$ cat config.mk
export PLATFORM = sky130hd
export DESIGN_NAME = i2c_slave_core
export DESIGN_NICKNAME = d
export VERILOG_FILES = /design/src/rtl/i2c_slave_core.sv
export SDC_FILE = /design/constraint.sdc
export NUM_CORES = 1
export LEC_CHECK = 0
export BUFFER_PORTS_ARGS = -buffer_cell sky130_fd_sc_hd__buf_2
export CAP_MARGIN = 20
export CORE_UTILIZATION = 40
export DETAILED_ROUTE_END_ITERATION = 10
export PLACE_DENSITY = 0.64
export SLEW_MARGIN = 25
export SYNTH_ARGS = -nofsm -noshare
export SYNTH_HDL_FRONTEND = slang
export SYNTH_SLANG_ARGS = --single-unit
$ cat constraint.sdc
create_clock -name clk -period 5.5 [get_ports clk]
set_input_delay 0.275 -clock clk [delete_from_list [all_inputs] [get_ports clk]]
set_output_delay 0.275 -clock clk [all_outputs]
set_load 0.03 [all_outputs]
$ cat src/rtl/i2c_slave_core.sv
// Bit-level I2C slave engine: synchronises SCL/SDA, detects START/STOP, matches
// the 7-bit address and shifts data bytes in (write) or out (read).
module i2c_slave_core #(
    parameter int SYNC_STAGES = 2
) (
    input  logic       clk,
    input  logic       reset,
    input  logic       scl,
    input  logic       sda_in,
    output logic       sda_oe,
    input  logic [6:0] address,
    input  logic [7:0] datasend,
    output logic       sended,
    output logic [7:0] datareceive,
    output logic       received,
    output logic       busy
);

    typedef enum logic [2:0] {
        ST_IDLE      = 3'd0,
        ST_ADDR      = 3'd1,
        ST_ADDR_ACK  = 3'd2,
        ST_RX        = 3'd3,
        ST_RX_ACK    = 3'd4,
        ST_TX        = 3'd5,
        ST_TX_ACK    = 3'd6,
        ST_WAIT_STOP = 3'd7
    } state_t;

    logic [SYNC_STAGES-1:0] scl_sync_r;
    logic [SYNC_STAGES-1:0] sda_sync_r;
    logic                   scl_prev_r;
    logic                   sda_prev_r;
    logic                   scl_s;
    logic                   sda_s;
    logic                   scl_rise_s;
    logic                   scl_fall_s;
    logic                   start_s;
    logic                   stop_s;
    state_t                 state_r;
    logic [7:0]             shift_r;
    logic [3:0]             bit_cnt_r;
    logic                   rw_r;

    // Pad synchronisers plus one history flop per line for edge detection.
    always_ff @(posedge clk) begin
        if (!reset) begin
            scl_sync_r <= {SYNC_STAGES{1'b1}};
            sda_sync_r <= {SYNC_STAGES{1'b1}};
            scl_prev_r <= 1'b1;
            sda_prev_r <= 1'b1;
        end else begin
            scl_sync_r <= {scl_sync_r[SYNC_STAGES-2:0], scl};
            sda_sync_r <= {sda_sync_r[SYNC_STAGES-2:0], sda_in};
            scl_prev_r <= scl_sync_r[SYNC_STAGES-1];
            sda_prev_r <= sda_sync_r[SYNC_STAGES-1];
        end
    end

    assign scl_s      = scl_sync_r[SYNC_STAGES-1];
    assign sda_s      = sda_sync_r[SYNC_STAGES-1];
    assign scl_rise_s = scl_s & ~scl_prev_r;
    assign scl_fall_s = ~scl_s & scl_prev_r;
    // SCL must be high on both samples so an SCL edge never masquerades as START/STOP.
    assign start_s    = scl_s & scl_prev_r & sda_prev_r & ~sda_s;
    assign stop_s     = scl_s & scl_prev_r & ~sda_prev_r & sda_s;

    // Protocol state machine; START and STOP override every state.
    always_ff @(posedge clk) begin
        if (!reset) begin
            state_r     <= ST_IDLE;
            sda_oe      <= 1'b0;
            sended      <= 1'b0;
            received    <= 1'b0;
            busy        <= 1'b0;
            datareceive <= 8'h00;
            shift_r     <= 8'h00;
            bit_cnt_r   <= 4'd0;
            rw_r        <= 1'b0;
        end else if (start_s) begin
            state_r   <= ST_ADDR;
            busy      <= 1'b1;
            bit_cnt_r <= 4'd0;
            sda_oe    <= 1'b0;
            received  <= 1'b0;
            sended    <= 1'b0;
        end else if (stop_s) begin
            state_r   <= ST_IDLE;
            busy      <= 1'b0;
            bit_cnt_r <= 4'd0;
            sda_oe    <= 1'b0;
            received  <= 1'b0;
            sended    <= 1'b0;
        end else begin
            case (state_r)
                ST_IDLE: begin
                    state_r <= ST_IDLE;
                end
                ST_ADDR: begin
                    if (scl_rise_s) begin
                        shift_r   <= {shift_r[6:0], sda_s};
                        bit_cnt_r <= bit_cnt_r + 4'd1;
                    end else if (scl_fall_s && (bit_cnt_r == 4'd8)) begin
                        bit_cnt_r <= 4'd0;
                        if (shift_r[7:1] == address) begin
                            state_r <= ST_ADDR_ACK;
                            sda_oe  <= 1'b1;
                            rw_r    <= shift_r[0];
                        end else begin
                            state_r <= ST_WAIT_STOP;
                            sda_oe  <= 1'b0;
                        end
                    end
                end
                ST_ADDR_ACK: begin
                    if (scl_fall_s) begin
                        bit_cnt_r <= 4'd0;
                        if (rw_r) begin
                            shift_r <= datasend;
                            sda_oe  <= ~datasend[7];
                            state_r <= ST_TX;
                        end else begin
                            sda_oe  <= 1'b0;
                            state_r <= ST_RX;
                        end
                    end
                end
                ST_RX: begin
                    if (scl_rise_s) begin
                        shift_r   <= {shift_r[6:0], sda_s};
                        bit_cnt_r <= bit_cnt_r + 4'd1;
                        received  <= 1'b0;
                    end else if (scl_fall_s && (bit_cnt_r == 4'd8)) begin
                        sda_oe      <= 1'b1;
                        datareceive <= shift_r;
                        received    <= 1'b1;
                        bit_cnt_r   <= 4'd0;
                        state_r     <= ST_RX_ACK;
                    end
                end
                ST_RX_ACK: begin
                    if (scl_fall_s) begin
                        sda_oe  <= 1'b0;
                        state_r <= ST_RX;
                    end
                end
                ST_TX: begin
                    if (scl_rise_s) begin
                        bit_cnt_r <= bit_cnt_r + 4'd1;
                        sended    <= 1'b0;
                    end else if (scl_fall_s) begin
                        if (bit_cnt_r == 4'd8) begin
                            sda_oe    <= 1'b0;
                            bit_cnt_r <= 4'd0;
                            state_r   <= ST_TX_ACK;
                        end else begin
                            shift_r <= {shift_r[6:0], 1'b0};
                            sda_oe  <= ~shift_r[6];
                        end
                    end
                end
                ST_TX_ACK: begin
                    // A NACK ends the read at the rise, so only an ACK ever reaches the fall.
                    if (scl_rise_s) begin
                        sended <= 1'b1;
                        if (sda_s) begin
                            state_r <= ST_WAIT_STOP;
                        end
                    end else if (scl_fall_s) begin
                        shift_r   <= datasend;
                        sda_oe    <= ~datasend[7];
                        bit_cnt_r <= 4'd0;
                        state_r   <= ST_TX;
                    end
                end
                ST_WAIT_STOP: begin
                    sda_oe <= 1'b0;
                end
                default: begin
                    state_r <= ST_IDLE;
                    sda_oe  <= 1'b0;
                end
            endcase
        end
    end

endmodule

Word level (Yosys, flattened, before mapping)
Index checks and enable logic that the tools add are counted.
{"block": "classes", "n_addsub": 1, "n_eq_ne": 41, "mux": 54, "bitwise": 17, "n_reduce_logical": 20}
{"operator": "$mux W8", "n": 8}
{"operator": "$mux W3", "n": 14}
{"operator": "$ne A4 B4 Y1 const B", "n": 9}
{"operator": "$pmux W8 S4", "n": 1}
{"operator": "$ne A2 B2 Y1 const B", "n": 15}
{"operator": "$mux W4", "n": 7}
{"operator": "$reduce_and A12 Y1", "n": 2}
{"operator": "$reduce_and A11 Y1", "n": 2}
{"operator": "$pmux W3 S7", "n": 1}
{"operator": "$mux W1", "n": 20}
{"operator": "$pmux W4 S4", "n": 1}
{"operator": "$reduce_bool A7 Y1", "n": 2}
{"operator": "$eq A3 B3 Y1 const B", "n": 4}
{"operator": "$ne A3 B3 Y1 const B", "n": 4}
{"operator": "$ne A5 B5 Y1 const B", "n": 2}
{"operator": "$not A1 Y1", "n": 10}
{"operator": "$reduce_and A5 Y1", "n": 2}
{"operator": "$reduce_bool A9 Y1", "n": 1}
{"operator": "$and A1 B1 Y1", "n": 7}
{"operator": "$eq A7 B7 Y1", "n": 1}
{"operator": "$pmux W1 S7", "n": 1}
{"operator": "$eq A3 B2 Y1 const B", "n": 2}
{"operator": "$reduce_and A6 Y1", "n": 1}
{"operator": "$reduce_bool A2 Y1", "n": 3}
{"operator": "13 further kinds", "n": 13}
{"block": "totals", "regBits": 34, "input_bits": 19, "wordCells": 147}

Logic depth before layout (Yosys ltp)
Gate-level depths: netlist of run 1.
{"block": "depth", "depth_word": 8, "depth_mapped": 8, "ltp_nobuf": 7}

Least setup slack after synthesis of run 1
Ideal clock, no wire load.
{"block": "synth_path", "path_type": "reg-to-reg", "start": "register scl_prev_r", "end": "register state_r[0]", "setup_time_ns": 0.122, "t_arrival_ns": 1.624, "setup_slack_ns": 3.754, "path_stages_with_launch": 9, "path_buffers": 1, "cell_sequence": "dfxtp_1 inv_1 ha_1 buf_4 nor2b_4 o21ai_2 a311oi_4 o221ai_1 o311a_1"}
{"block": "synth_between", "elab_chain_cells": 6}
{"element": "start, declared", "line_no": "32", "rtl": "logic scl_prev_r;"}
{"element": "start signal, assigned", "line_no": "55", "rtl": "scl_prev_r <= scl_sync_r[SYNC_STAGES-1];"}
{"element": "parallel branches: the longest is 6 deep, another holds $reduce_and A12 Y1"}
{"element": "end signal, assigned", "line_no": "81", "rtl": "state_r <= ST_ADDR;"}
{"element": "end signal, assigned", "line_no": "88", "rtl": "state_r <= ST_IDLE;"}
{"element": "end signal, assigned", "line_no": "97", "rtl": "state_r <= ST_IDLE;"}
{"element": "end, declared", "line_no": "40", "rtl": "state_t state_r;"}
Several ways; the timed one is not identified.
A chain may end at the register's enable or synchronous reset.

Worst setup path in the final report of run 1
{"block": "layout_path", "start": "register state_r[0]", "end": "register datareceive[1]"}
{"block": "layout_between", "elab_chain_cells": 2}
{"element": "start signal, assigned", "line_no": "71", "rtl": "state_r <= ST_IDLE;"}
{"element": "start signal, assigned", "line_no": "81"}
{"element": "start signal, assigned", "line_no": "88"}
{"element": "$eq A3 B2 Y1", "line_no": "95", "rtl": "case (state_r)"}
{"element": "$reduce_and A5 Y1 (no source line)"}
{"element": "end signal, assigned", "line_no": "135", "rtl": "datareceive <= shift_r;"}
{"element": "end, declared", "line_no": "14", "rtl": "output logic [7:0] datareceive,"}
No other way between the ends.

==> results by group, run 1 <==
Worst hold path
  – Worst min path class: in2reg
  – Hold_sp: scl
  – Worst Hold End: scl_sync_r[0]$_SDFF_PN1_
  – WHS Path Cells: 2

Power and ir drop
  – Combinational Power Share: about two fifths
  – Clock power frac: 21.4%
  – Pwr Density: about 410 mW/mm2
  – Switching power: 348 uW
  – Internal Pwr Total: approximately 560 uW
  – Maximum vdd drop: 0.000231 V
  – Tot Pwr: 908 uW
  – Leakage: about 0.96 nW
  – Sequential share of power: between 30 and 40%
  – Sw Share: 38.3%

Clock network
  – # hold bufs at CTS: 0
  – Setup bufs post-CTS: 0
  – Clock Path Buffers: 2
  – Cts repair resizes: 0
  – CTS sink cnt: 34
  – Clock Pin Slew Worst Setup and Hold Paths: roughly 0.070 ns
  – CTS Buf Count: 5
  – H-tree levels: 2
  – Clk_lat worst skew: 0.29 ns
  – Root buf cell: clkbuf_8
  – CTS tree: built

GRT
  – Initial antenna violation count: 0
  – Grt ovf: 0
  – Largest net degree at the start of global routing: 28
  – Vias in the first global route: 1453
  – First-pass GRT wire length: 6.96 mm
  – GR Util All Layers: between 15 and 20%

Final layout
  – Fillers: 482
  – Layout area overhead: 13.3%
  – N_diodes: 0
  – Layout cells sized above 1: 24.3%
  – Register area: 681 um2
  – Post-layout utilization of the core: 47.3%
  – Multi-input logic area: 0.00119 mm2
  – Nets: 266
  – Post-route cell area: 0.00224 mm2
  – Layout Cells excl Fill: 310

Routing
  – Routed Wire Length: 4.08 mm
  – Post-route DRC: 0
  – Initial DRT Pass Iterations: 4
  – Via density: 5.13
  – Total number of vias: between 1500 and 2000
  – Final antenna-violating net count: 0
  – DR iter-0 viols: approximately 140
  – WL per Instance: 13.2 um

Critical path
  – Worst R2R End: datareceive[1]$_SDFFE_PN0P_
  – WS Path Type: reg2reg
  – Worst R2R Setup Slack: 3.30 ns
  – Worst EP required: 5.68 ns
  – FF-to-FF Start: state_r[0]$_SDFFE_PN0P_
  – Reg2Reg Depth: 5
  – Critical Path Source Type: register
  – CP Max Fanout: 23
  – WP data arrival: approximately 2.4 ns
  – CP endpoint kind: register

Yosys
  – Avg Synthesized Cell Area: roughly 9 um2
  – #FFs+latches synth: 34
  – Cells after Synth: 216
  – Syn Std Cell Area: approximately 0.0020 mm2
  – Yosys warnings: 0
  – Top_reg_cell synth: dfxtp_1
  – Sequential fraction of the synthesis area: 34.5%
  – Async SR Flop Fraction: 0%
  – Post-Syn Nets: 240
  – EDFF count, synth: 0
  – Distinct cells, synth: 51

Placed design
  – Cells after DPL: 302
  – GP Congestion: 0.854
  – Post-placement setup slack: 3.32 ns
  – Port bufs: 30
  – Detailed placer's ending HPWL: 2.87 mm
  – Dpl cell area: 0.00214 mm2

Job
  – Max-cap viol count: 0

Floorplanning
  – Ports: 31
  – Die Wd: 72.2 um
  – Initial Util: between 40% and 50%
  – CORE AREA: 0.00472 mm2
  – Die ar.: 0.00522 mm2
  – # rows: 25
  – Die Y: 72.2 um

STA
  – Setup Viol. Count Final: 0
  – Setup tns final: 0 ns
  – Worst Tran Pin Value: 0.750 ns
  – RSZ-0062 raised after global routing: no
  – Final setup margin: roughly 3.3 ns
  – Final min period: 2.20 ns
  – Hold WS: roughly 0.16 ns
  – Final-report hold violation count: 0
  – Count of pins over their slew limit: 0
  – Slew HR: between 40% and 50%
  – Skew final: 0.00485 ns
  – Fmax: 454 MHz
  – Period utilization: 40.0%

Run status
  – Outcome: finished clean
flip-flops by register name, indices dropped and copies added (netlist names):
signal       cells
sda_oe           1
datareceive      8
bit_cnt_r        4
rw_r             1
scl_sync_r       2
sended           1
sda_prev_r       1
received         1
state_r          3
scl_prev_r       1
shift_r          8
sda_sync_r       2
busy             1
area by class of cell:
| cell class | count | share of cell area [%] |
|---|---|---|
| Clock inverter | 2 | 0.560 |
| Inverter | 8 | 1.34 |
| Clock buffer | 6 | 3.69 |
| Timing Repair Buffer | 31 | 7.05 |
| Tap cell | 67 | 3.75 |
| Multi-Input combinational cell | 162 | 53.2 |
| Sequential cell | 34 | 30.4 |
metal layers:
metal	GRT usage (%)	vias to the layer above	part of all wire (%)
met3	4.17	4	3.6
met2	26.2	35	45
met4	5.88	0	0.88
li1	-	809	-
met5	0	-	0
met1	24.1	742	51
power by group through the flow:
stage	Clock [mW]	Sequential [mW]	Combinational, mW
after floorplan	0	0.303	0.351
after global placement	0	0.356	0.359
after detailed placement	0	0.355	0.360
after CTS	0.201	0.351	0.363
after global routing	0.214	0.362	0.396
final	0.195	0.353	0.361
cell usage after synthesis (all sizes together) (4+ instances only):
cell type | instances | area, um2
mux2i | 18 | 180
nand2b | 7 | 43.8
buf | 7 | 55.1
clkbuf | 5 | 18.8
o21ai | 13 | 68.8
nor2b | 19 | 126
nor2 | 14 | 52.6
inv | 8 | 30.0
nand3 | 7 | 35.0
ha | 5 | 62.6
a21boi | 4 | 30.0
dfxtp | 34 | 681
nand2 | 16 | 60.1
a21oi | 7 | 38.8
mux2 | 7 | 78.8
xnor2 | 7 | 61.3
cell families after synthesis:
logic type | synth area share, %
and+or+nand+nor | 23.0
adders and majority gates | 3.17
buffers and inverters | 5.26
AOI/OAI and AO/OA | 17.4
DFF | 34.5
xor gates and xnor gates | 3.55
muxes | 13.1
how the worst max path moves through the flow:
stage	to	slack, ns	start	cells after the start
after global routing	datareceive[4]$_SDFFE_PN0P_	3.11	state_r[0]$_SDFFE_PN0P_	5
after global placement	datareceive[6]$_SDFFE_PN0P_	3.33	state_r[0]$_SDFFE_PN0P_	5
after detailed placement	datareceive[5]$_SDFFE_PN0P_	3.32	state_r[0]$_SDFFE_PN0P_	5
final	datareceive[1]$_SDFFE_PN0P_	3.30	state_r[0]$_SDFFE_PN0P_	5
after floorplan	state_r[0]$_SDFFE_PN0P_	3.75	scl_prev_r$_SDFF_PN1_	8
after CTS	datareceive[7]$_SDFFE_PN0P_	3.32	state_r[0]$_SDFFE_PN0P_	5
layout by cell type (no fill, tap or decap), drive strengths merged, types with 3 or more instances in the layout:
cell type	instances
dfxtp	34
buf	31
nor2b	19
mux2i	18
nand2	16
nor2	14
o21ai	13
inv	8
nand2b	7
xnor2	7
nand3	7
mux2	7
a21oi	7
clkbuf	6
ha	5
a21boi	4
or3	3
nand4	3
a311oi	3
a211oi	3
worst max-delay path, cell delays in order (launching register included):
cell and delay [ns]:
dfxtp_1 0.79, nor3b_4 0.31, nand2_1 0.14, or3_1 0.56, mux2i_1 0.23, nor2b_1 0.06
Note: power is estimated with default switching activity, not from simulation.
==> run 2: changes to the inputs <==
==> constraint.sdc (replaced) <==
create_clock -name clk -period 2.2 [get_ports clk]
set_input_delay 0.11 -clock clk [delete_from_list [all_inputs] [get_ports clk]]
set_output_delay 0.11 -clock clk [all_outputs]
set_load 0.03 [all_outputs]
==> run 2 against run 1 <==
  * Clock skew grew 0.0014 ns
  * Clock power increased by 140%
  * Power rose to 2.6 times the previous value
  * Design area is 4.2% higher
  * Largest cell class unchanged
  * Highest routed layer unchanged
==> results by group, run 2 (same netlist as run 1, synthesis figures left out) <==
Clock network
  – Root buf cell: clkbuf_8
  – H-tree levels: 2
  – CTS Buf Count: 5
  – Clk_lat worst skew: 0.28 ns
  – Clock Pin Slew Worst Setup and Hold Paths: 0.07 ns
  – CTS tree: built
  – CTS sink cnt: 34
  – Setup bufs post-CTS: 0
  – Clock Path Buffers: 2

STA
  – Worst Tran Pin Value: 0.704 ns
  – Final-report hold violation count: 0
  – Final setup margin: 0.231 ns
  – Final min period: 1.97 ns
  – Fmax: 508 MHz
  – Setup Viol. Count Final: 0
  – Slew HR: 53.0%
  – Setup tns final: 0 ns
  – Hold WS: roughly 0.0097 ns
  – Skew final: 0.00627 ns
  – RSZ-0062 raised after global routing: no
  – Period utilization: 89.5%
  – Count of pins over their slew limit: 0

Floorplanning
  – CORE AREA: between 0.004 and 0.005 mm2
  – Die Wd: 72.2 um
  – Ports: 31
  – # rows: 25
  – Initial Util: 41.8%
  – Die Y: 72.2 um
  – Die ar.: roughly 0.0052 mm2

Routing
  – DR iter-0 viols: 42
  – Final antenna-violating net count: 0
  – Via density: between 5 and 6
  – Initial DRT Pass Iterations: 4
  – Total number of vias: 1626
  – Routed Wire Length: 4.21 mm
  – WL per Instance: 13.1 um
  – Post-route DRC: 0

Critical path
  – CP endpoint kind: register
  – Worst R2R Setup Slack: roughly 0.23 ns
  – WS Path Type: reg2reg
  – CP Max Fanout: 8
  – WP data arrival: around 2.2 ns
  – Worst EP required: 2.38 ns
  – Critical Path Source Type: register

Placed design
  – GP Congestion: 0.819
  – Detailed placer's ending HPWL: about 3.2 mm
  – Cells after DPL: about 310
  – Post-placement setup slack: around 0.10 ns
  – Port bufs: 30

GRT
  – Largest net degree at the start of global routing: 27
  – Vias in the first global route: 1474
  – Initial antenna violation count: 0
  – First-pass GRT wire length: 7.13 mm
  – Grt ovf: 0
  – GR Util All Layers: 17.6%

Power and ir drop
  – Leakage: ~1.0 nW
  – Maximum vdd drop: 0.000530 V
  – Switching power: about 900 uW
  – Sw Share: roughly 37%
  – Clock power frac: 19.9%
  – Sequential share of power: between 30 and 40%
  – Pwr Density: 1020 mW/mm2
  – Internal Pwr Total: 1.51 mW
  – Combinational Power Share: between 40 and 50%

Final layout
  – Fillers: approximately 480
  – Layout area overhead: 18.1%
  – Layout cells sized above 1: between 20 and 30%
  – Nets: 277
  – Most common cell after layout, fill and taps aside: dfxtp_1
  – Layout Cells excl Fill: between 300 and 400
  – Commonest non-fill, non-tap cells in the layout: dfxtp_1, buf_2, nor2b_1, mux2i_1, nand2_1
  – N_diodes: 0
  – Post-layout utilization of the core: 49.3%
  – Largest regs: datareceive x8, shift_r x8, bit_cnt_r x4

Worst hold path
  – Worst min path class: in2reg

Run status
  – Outcome: finished clean

Job
  – Max-cap viol count: 0
## run 2: what timing repair did
action | 4_1_cts | 5_1_grt
gates resized for setup | 0 | 1
endpoints found under the setup margin | 0 | 5
hold buffers | 1 | 0
endpoints found under the hold margin | 1 | 0
## run 2: worst paths after layout
path                                 start                          end  cells past startpoint
setup / recovery     scl_prev_r$_SDFF_PN1_  datareceive[2]$_SDFFE_PN0P_                      7
hold / removal                      sda_in     sda_sync_r[0]$_SDFF_PN1_                      2
setup reg to reg     scl_prev_r$_SDFF_PN1_  datareceive[2]$_SDFFE_PN0P_                      7
hold reg to reg   sda_sync_r[0]$_SDFF_PN1_     sda_sync_r[1]$_SDFF_PN1_                      1
## run 2: final cells by class
type	instances	area (um2)	share of cell area [%]
clock inverter	1	5.00	0.215
multi-input combinational	162	1190	51.0
tap	67	83.8	3.60
clock buffer	7	86.3	3.71
sequential	34	681	29.2
inverter	8	30.0	1.29
timing repair buffer	42	255	11.0
## run 2: metrics by stage
| stage | total power, mW | area [um2] |
|---|---|---|
| 2_1_floorplan | 1.64 | 1970 |
| 3_3_place_gp | 1.91 | 2230 |
| 3_5_place_dp | 1.92 | 2230 |
| 4_1_cts | 2.41 | 2330 |
| 5_1_grt | 2.55 | 2330 |
| 6_report | 2.39 | 2330 |
## run 2: worst max-delay path: stages (launching register included)
cell and delay [ns]:
dfxtp_1 0.36, inv_1 0.05, ha_1 0.30, nor3b_4 0.22, nand2_1 0.12, or3_1 0.53, mux2i_1 0.22, nor2b_1 0.06
## run 2: power by group through the flow
stage	clock network (mW)	registers [mW]	logic, mW
floorplan	0	0.759	0.878
global placement	0	0.834	1.08
finish	0.475	0.822	1.09
global route	0.514	0.841	1.20
CTS	0.494	0.821	1.09
detailed placement	0	0.834	1.08
## run 2: layer usage
layer	vias up	track usage (%)	part of all wire (%)
met3	8	4.03	4.0
met5	-	0	0
met1	751	24.1	49
met2	32	26.8	45
li1	835	-	-
met4	0	6.97	1.8
